**src/rtl/f1_lights_seq.sv**
```systemverilog
// f1_lights_seq: F1 start-light sequencer with a built-in prescaler, a lamp FSM and an optional REACTION_TIMER_EN timer.
// Latency: a trigger is accepted on the edge it is sampled; lamp k lights k*(n_i+1) enabled edges later. All outputs are registered.
// Backpressure: none. en_i low freezes the prescaler and the sequence; a trigger that arrives while busy is dropped.
module f1_lights_seq #(
    parameter int          WIDTH      = 16,
    parameter int          NUM_LIGHTS = 8,
    parameter int          HOLD_W     = 4,
    parameter logic [15:0] SEED       = 16'h0001,
    parameter int          RT_W       = 16
) (
    input  logic                  clk_i,
    input  logic                  rst_ni,
    input  logic                  en_i,
    input  logic [WIDTH-1:0]      n_i,
    input  logic                  trigger_i,
    output logic [NUM_LIGHTS-1:0] data_out_o,
    output logic                  busy_o,
    output logic                  lights_out_o
`ifdef REACTION_TIMER_EN
    ,
    input  logic                  react_i,
    output logic [RT_W-1:0]       react_time_o,
    output logic                  react_valid_o,
    output logic                  jump_start_o
`endif
);

    if (NUM_LIGHTS < 2 || NUM_LIGHTS > 32) begin : g_bad_num_lights
        $error("f1_lights_seq: NUM_LIGHTS must be in 2..32");
    end
    if (HOLD_W < 1 || HOLD_W > 16 || RT_W < 1) begin : g_bad_widths
        $error("f1_lights_seq: HOLD_W must be in 1..16 and RT_W at least 1");
    end
    if (SEED == 16'h0000) begin : g_bad_seed
        $error("f1_lights_seq: SEED must be nonzero");
    end

    typedef enum logic [1:0] {
        IDLE = 2'd0,
        FILL = 2'd1,
        HOLD = 2'd2
    } state_t;

    state_t                state_q, state_d;
    logic [WIDTH-1:0]      count_q, count_d;
    logic [NUM_LIGHTS-1:0] data_q, data_d;
    logic [HOLD_W-1:0]     hold_q, hold_d;
    logic [HOLD_W-1:0]     hold_seed;
    logic [15:0]           lfsr_q, lfsr_d;
    logic                  lights_q, lights_d;
    logic                  busy_q, busy_d;
    logic                  tick;
    logic                  accept;

    assign tick   = en_i && (count_q == '0);
    assign accept = (state_q == IDLE) && trigger_i && en_i;

    // Polynomial x^16+x^14+x^13+x^11+1. The LFSR free-runs, so the hold length depends on the trigger timing.
    assign lfsr_d    = {lfsr_q[14:0], lfsr_q[15] ^ lfsr_q[13] ^ lfsr_q[12] ^ lfsr_q[10]};
    assign hold_seed = (lfsr_q[HOLD_W-1:0] == '0) ? HOLD_W'(1) : lfsr_q[HOLD_W-1:0];

    always_comb begin
        state_d  = state_q;
        count_d  = count_q;
        data_d   = data_q;
        hold_d   = hold_q;
        lights_d = 1'b0;

        if (tick) begin
            count_d = n_i;
        end else if (en_i) begin
            count_d = count_q - WIDTH'(1);
        end

        case (state_q)
            IDLE: begin
                if (accept) begin
                    state_d = FILL;
                    count_d = n_i;
                    data_d  = '0;
                end
            end
            FILL: begin
                if (tick) begin
                    data_d = {data_q[NUM_LIGHTS-2:0], 1'b1};
                    if (&data_q[NUM_LIGHTS-2:0]) begin
                        state_d = HOLD;
                        hold_d  = hold_seed;
                    end
                end
            end
            HOLD: begin
                if (tick) begin
                    if (hold_q == HOLD_W'(1)) begin
                        data_d   = '0;
                        lights_d = 1'b1;
                        state_d  = IDLE;
                    end else begin
                        hold_d = hold_q - HOLD_W'(1);
                    end
                end
            end
            default: begin
                state_d = IDLE;
                data_d  = '0;
            end
        endcase

        busy_d = (state_d != IDLE);
    end

    always_ff @(posedge clk_i or negedge rst_ni) begin
        if (!rst_ni) begin
            state_q  <= IDLE;
            count_q  <= '0;
            data_q   <= '0;
            hold_q   <= '0;
            lfsr_q   <= SEED;
            lights_q <= 1'b0;
            busy_q   <= 1'b0;
        end else begin
            state_q  <= state_d;
            count_q  <= count_d;
            data_q   <= data_d;
            hold_q   <= hold_d;
            lfsr_q   <= lfsr_d;
            lights_q <= lights_d;
            busy_q   <= busy_d;
        end
    end

    assign data_out_o   = data_q;
    assign busy_o       = busy_q;
    assign lights_out_o = lights_q;

`ifdef REACTION_TIMER_EN
    logic [RT_W-1:0] rt_q, rt_d;
    logic [RT_W-1:0] rtime_q, rtime_d;
    logic            run_q, run_d;
    logic            rvld_q, rvld_d;
    logic            jump_q, jump_d;

    // The timer reads 0 in the lights_out cycle, so the captured value is the reaction delay in clk cycles.
    always_comb begin
        rt_d    = rt_q;
        run_d   = run_q;
        rtime_d = rtime_q;
        rvld_d  = 1'b0;
        jump_d  = jump_q;

        if (run_q && (rt_q != '1)) begin
            rt_d = rt_q + RT_W'(1);
        end
        if (run_q && react_i) begin
            rvld_d  = 1'b1;
            rtime_d = rt_q;
            run_d   = 1'b0;
        end
        if ((state_q != IDLE) && react_i) begin
            jump_d = 1'b1;
        end
        if (accept) begin
            run_d  = 1'b0;
            jump_d = 1'b0;
        end
        if (lights_d) begin
            rt_d  = '0;
            run_d = 1'b1;
        end
    end

    always_ff @(posedge clk_i or negedge rst_ni) begin
        if (!rst_ni) begin
            rt_q    <= '0;
            rtime_q <= '0;
            run_q   <= 1'b0;
            rvld_q  <= 1'b0;
            jump_q  <= 1'b0;
        end else begin
            rt_q    <= rt_d;
            rtime_q <= rtime_d;
            run_q   <= run_d;
            rvld_q  <= rvld_d;
            jump_q  <= jump_d;
        end
    end

    assign react_time_o  = rtime_q;
    assign react_valid_o = rvld_q;
    assign jump_start_o  = jump_q;
`endif

endmodule

```
**config.mk**
```make
export PLATFORM = sky130hd
export DESIGN_NAME = f1_lights_seq
export DESIGN_NICKNAME = d
export VERILOG_FILES = /design/src/rtl/f1_lights_seq.sv
export SDC_FILE = /design/constraint.sdc
export NUM_CORES = 1
export LEC_CHECK = 0
export ABC_CLOCK_PERIOD_IN_PS = 2600
export CORE_MARGIN = 2
export CORE_UTILIZATION = 38
export CTS_CLUSTER_DIAMETER = 40
export DETAILED_ROUTE_END_ITERATION = 10
export SLEW_MARGIN = 20
export SYNTH_ARGS = -nofsm -noshare
export SYNTH_HDL_FRONTEND = slang
export SYNTH_SLANG_ARGS = --single-unit
```
**constraint.sdc**
```tcl
create_clock -name clk_i -period 2.6 [get_ports clk_i]
set_input_delay 0.39 -clock clk_i [delete_from_list [all_inputs] [get_ports clk_i]]
set_output_delay 0.39 -clock clk_i [all_outputs]
set_load 0.01 [all_outputs]
```
==> results.yml <==
die:
  dieWidth_um: 81.0
  dieArea_um2: 6570
  floorplan.die.height_um: 81.0
  start_util_pct: 38.8
  core_area_um2: 5820
  num_rows: 28
  ioPinCount: 30
cells_and_area:
  finalInstanceArea_um2: 2740
  layout_common_cells: "dfrtp_1, clkdlybuf4s50_1, nand2_1"
  area_delta_synth_final_pct: 21.3
  diodes: 0
  n_fill_cell: 566
  final_common_cell: "dfrtp_1"
  nets: 259
  regArea_um2: 1200
  multi_input_area_um2: 982
  drive_gt1_share_pct: 11.9
yosys:
  synthArstFlopShare_pct: 100
  synth-seq-area-share_pct: 53.3
  syn_nets: 227
  synthCells: 203
  synth_ff_type: "dfrtp_1"
  synthDistinctLibCells: 44
  yosys_warnings: 0
  ys_ff_latch: 48
  syn_area_um2: 2250
  synth_edf_count: 0
  syn_area_per_cell_um2: 11.1
critical_path:
  cp-end-kind: "flop"
  r2r-start: "count_q[4]"
  reg2reg_depth: 6
  reg2reg_to: "data_out_o[6]"
  crit_type: "reg -> reg"
  cp-endpoint: "data_out_o[6]"
  crit_slowest_cell: "dfrtp_1"
  path_cells: "nor4_1 > nand4b_1 > nor2_1 > buf_4 > o21ai_1 > o2bb2ai_1"
  worstPathMaxFanout: 11
  crit_path_start: "count_q[4]"
  arrival_ns: 2.36
  r2r_slack_ns: 0.43
  critical-path-max-stage-delay_ns: 0.45
  cp.required_ns: 2.79
  start_kind: "flop"
timing:
  min_period_ns: 2.17
  finalCritPeriodShare_pct: 83.5
  rsz0062_at_grt: "false"
  finalHoldViolCount: 0
  final-setup-viol-count: 0
  slew_headroom_pct: 63.1
  tightest_slew_ns: 0.554
  final.setup_skew_ns: 0.00375
  fin_ws_ns: 0.430
  slew_violations: 0
  clock.fmax_ghz: 0.461
  finalSetupTns_ns: 0
place:
  hpwlAfterDp_um: 2800
  dp_slack_ns: 0.288
  placed_area_um2: 2620
  port_buffers: 29
  gp_congestion: 0.789
pwr:
  powerDensity_nw_per_um2: 711
  vdd_drop_max_v: 0.000412
  p_leak_nw: 1.08
clock_network:
  clock_sinks: 48
  cts_made_buffers: 5
  cts-root-buf: "clkbuf_8"
  postCtsResizedCells: 0
  clock_path_buffers: 2
  hold_buffers: 0
  clkSlewWorstSetupHoldPaths_ns: 0.09
  postCtsSetupRepairBufs: 0
  clk_latency_ns: 0.30
  htree_levels: 2
  cts_tree: "done"
run:
  cap_viol_max_count: 0
global_routing:
  grt_pass1_wl_um: 6800
  antenna_found_initial: 0
  grt_pass1_vias: 1456
  grt_usage_pct: 13.6
  grt_max_degree: 33
  grt-ovfl-total: 0
routing:
  ant_nets: 0
  vias_per_cell: 4.90
  drc: 0
  vias: 1523
  first_pass_iters: 4
  avgRoutedWirePerCell_um: 12.7
  drt_wl_total_um: 3950
  first_iter_violations: 71
worst_hold_path:
  hp-class: "in -> async"
outcome:
  outcome: "finished, final reports clean"
per-stage QoR:
stage	instances	hold slack [ns]	util [%]	total power, mW
3_3_place_gp	303	0.335	45.1	1.40
4_1_cts	311	0.0856	47.0	1.97
2_1_floorplan	203	0.0944	-	1.29
3_5_place_dp	303	0.336	45.1	1.41
6_report	311	0.0695	47.0	1.95
5_1_grt	311	0.106	47.0	2.07
cell usage after synthesis, drive strengths merged, types with 2 or more instances:
cell type / n / area [µm²]
xnor2: 12 / 105
nor2: 16 / 60.1
dfrtp: 47 / 1180
a211o: 2 / 27.5
nand2b: 2 / 20.0
or4: 2 / 22.5
ha: 4 / 50.1
nand2: 24 / 90.1
xor2: 6 / 52.6
a21oi: 3 / 15.0
or2b: 2 / 16.3
o2bb2ai: 7 / 61.3
buf: 8 / 57.6
nor2b: 2 / 12.5
nor3b: 3 / 22.5
mux2i: 7 / 70.1
nand3: 2 / 10.0
o21ai: 23 / 115
nor4: 5 / 61.3
o22ai: 2 / 12.5
inv: 5 / 18.8
nor3: 4 / 20.0
power by group:
part           internal (mW)  switching [mW]
registers              0.869           0.158
clock network          0.290           0.260
logic                  0.198           0.170
metal layers:
metal / wire [µm] / GRT usage, % / up-vias
met5: 0 / 0 / -
met1: 1980 / 19.1 / 726
met4: 36 / 5.08 / 0
met3: 147 / 3.67 / 2
met2: 1780 / 20.0 / 21
li1: - / - / 774
final cells by class:
type / count / share of cell area (%)
clock inverters: 3 / 1.69
well taps: 75 / 3.43
repair buffers: 34 / 11.8
inverters: 5 / 0.686
multi-input cells: 141 / 35.9
flip-flops and latches: 48 / 44.0
clock buffers: 5 / 2.52
worst max-delay path, delay by kind of cell (launching register included):
family	cells	cell delay, ns
AOI/OAI and AO/OA	2	0.42
buffers and inverters	1	0.22
DFF	1	0.45
and+or+nand+nor	3	0.96
flip-flops by register name (all words and copies together), names as in the netlist:
signal and cells:
busy_o 1, count_q 16, data_out_o 8, hold_q 4
lfsr_q 16, lights_out_o 1, state_q 2
kinds of logic after synthesis:
group / count (synthesis) / synth area share, %
XOR/XNOR: 18 / 6.99
AO/OA/AOI/OAI: 44 / 13.4
adder cells (fa/ha/maj): 4 / 2.22
flip-flops: 48 / 53.3
AND/OR/NAND/NOR: 68 / 17.3
multiplexers: 7 / 3.11
buffers and inverters: 14 / 3.61
how the worst min path moves through the flow:
stage          startpoint    endpoint
6_report           rst_ni  lfsr_q[15]
4_1_cts            rst_ni  lfsr_q[10]
5_1_grt            rst_ni   lfsr_q[9]
2_1_floorplan      rst_ni      busy_o
3_5_place_dp    lfsr_q[7]   lfsr_q[8]
3_3_place_gp    lfsr_q[4]   lfsr_q[5]
Power figures use the tool's default switching activity.
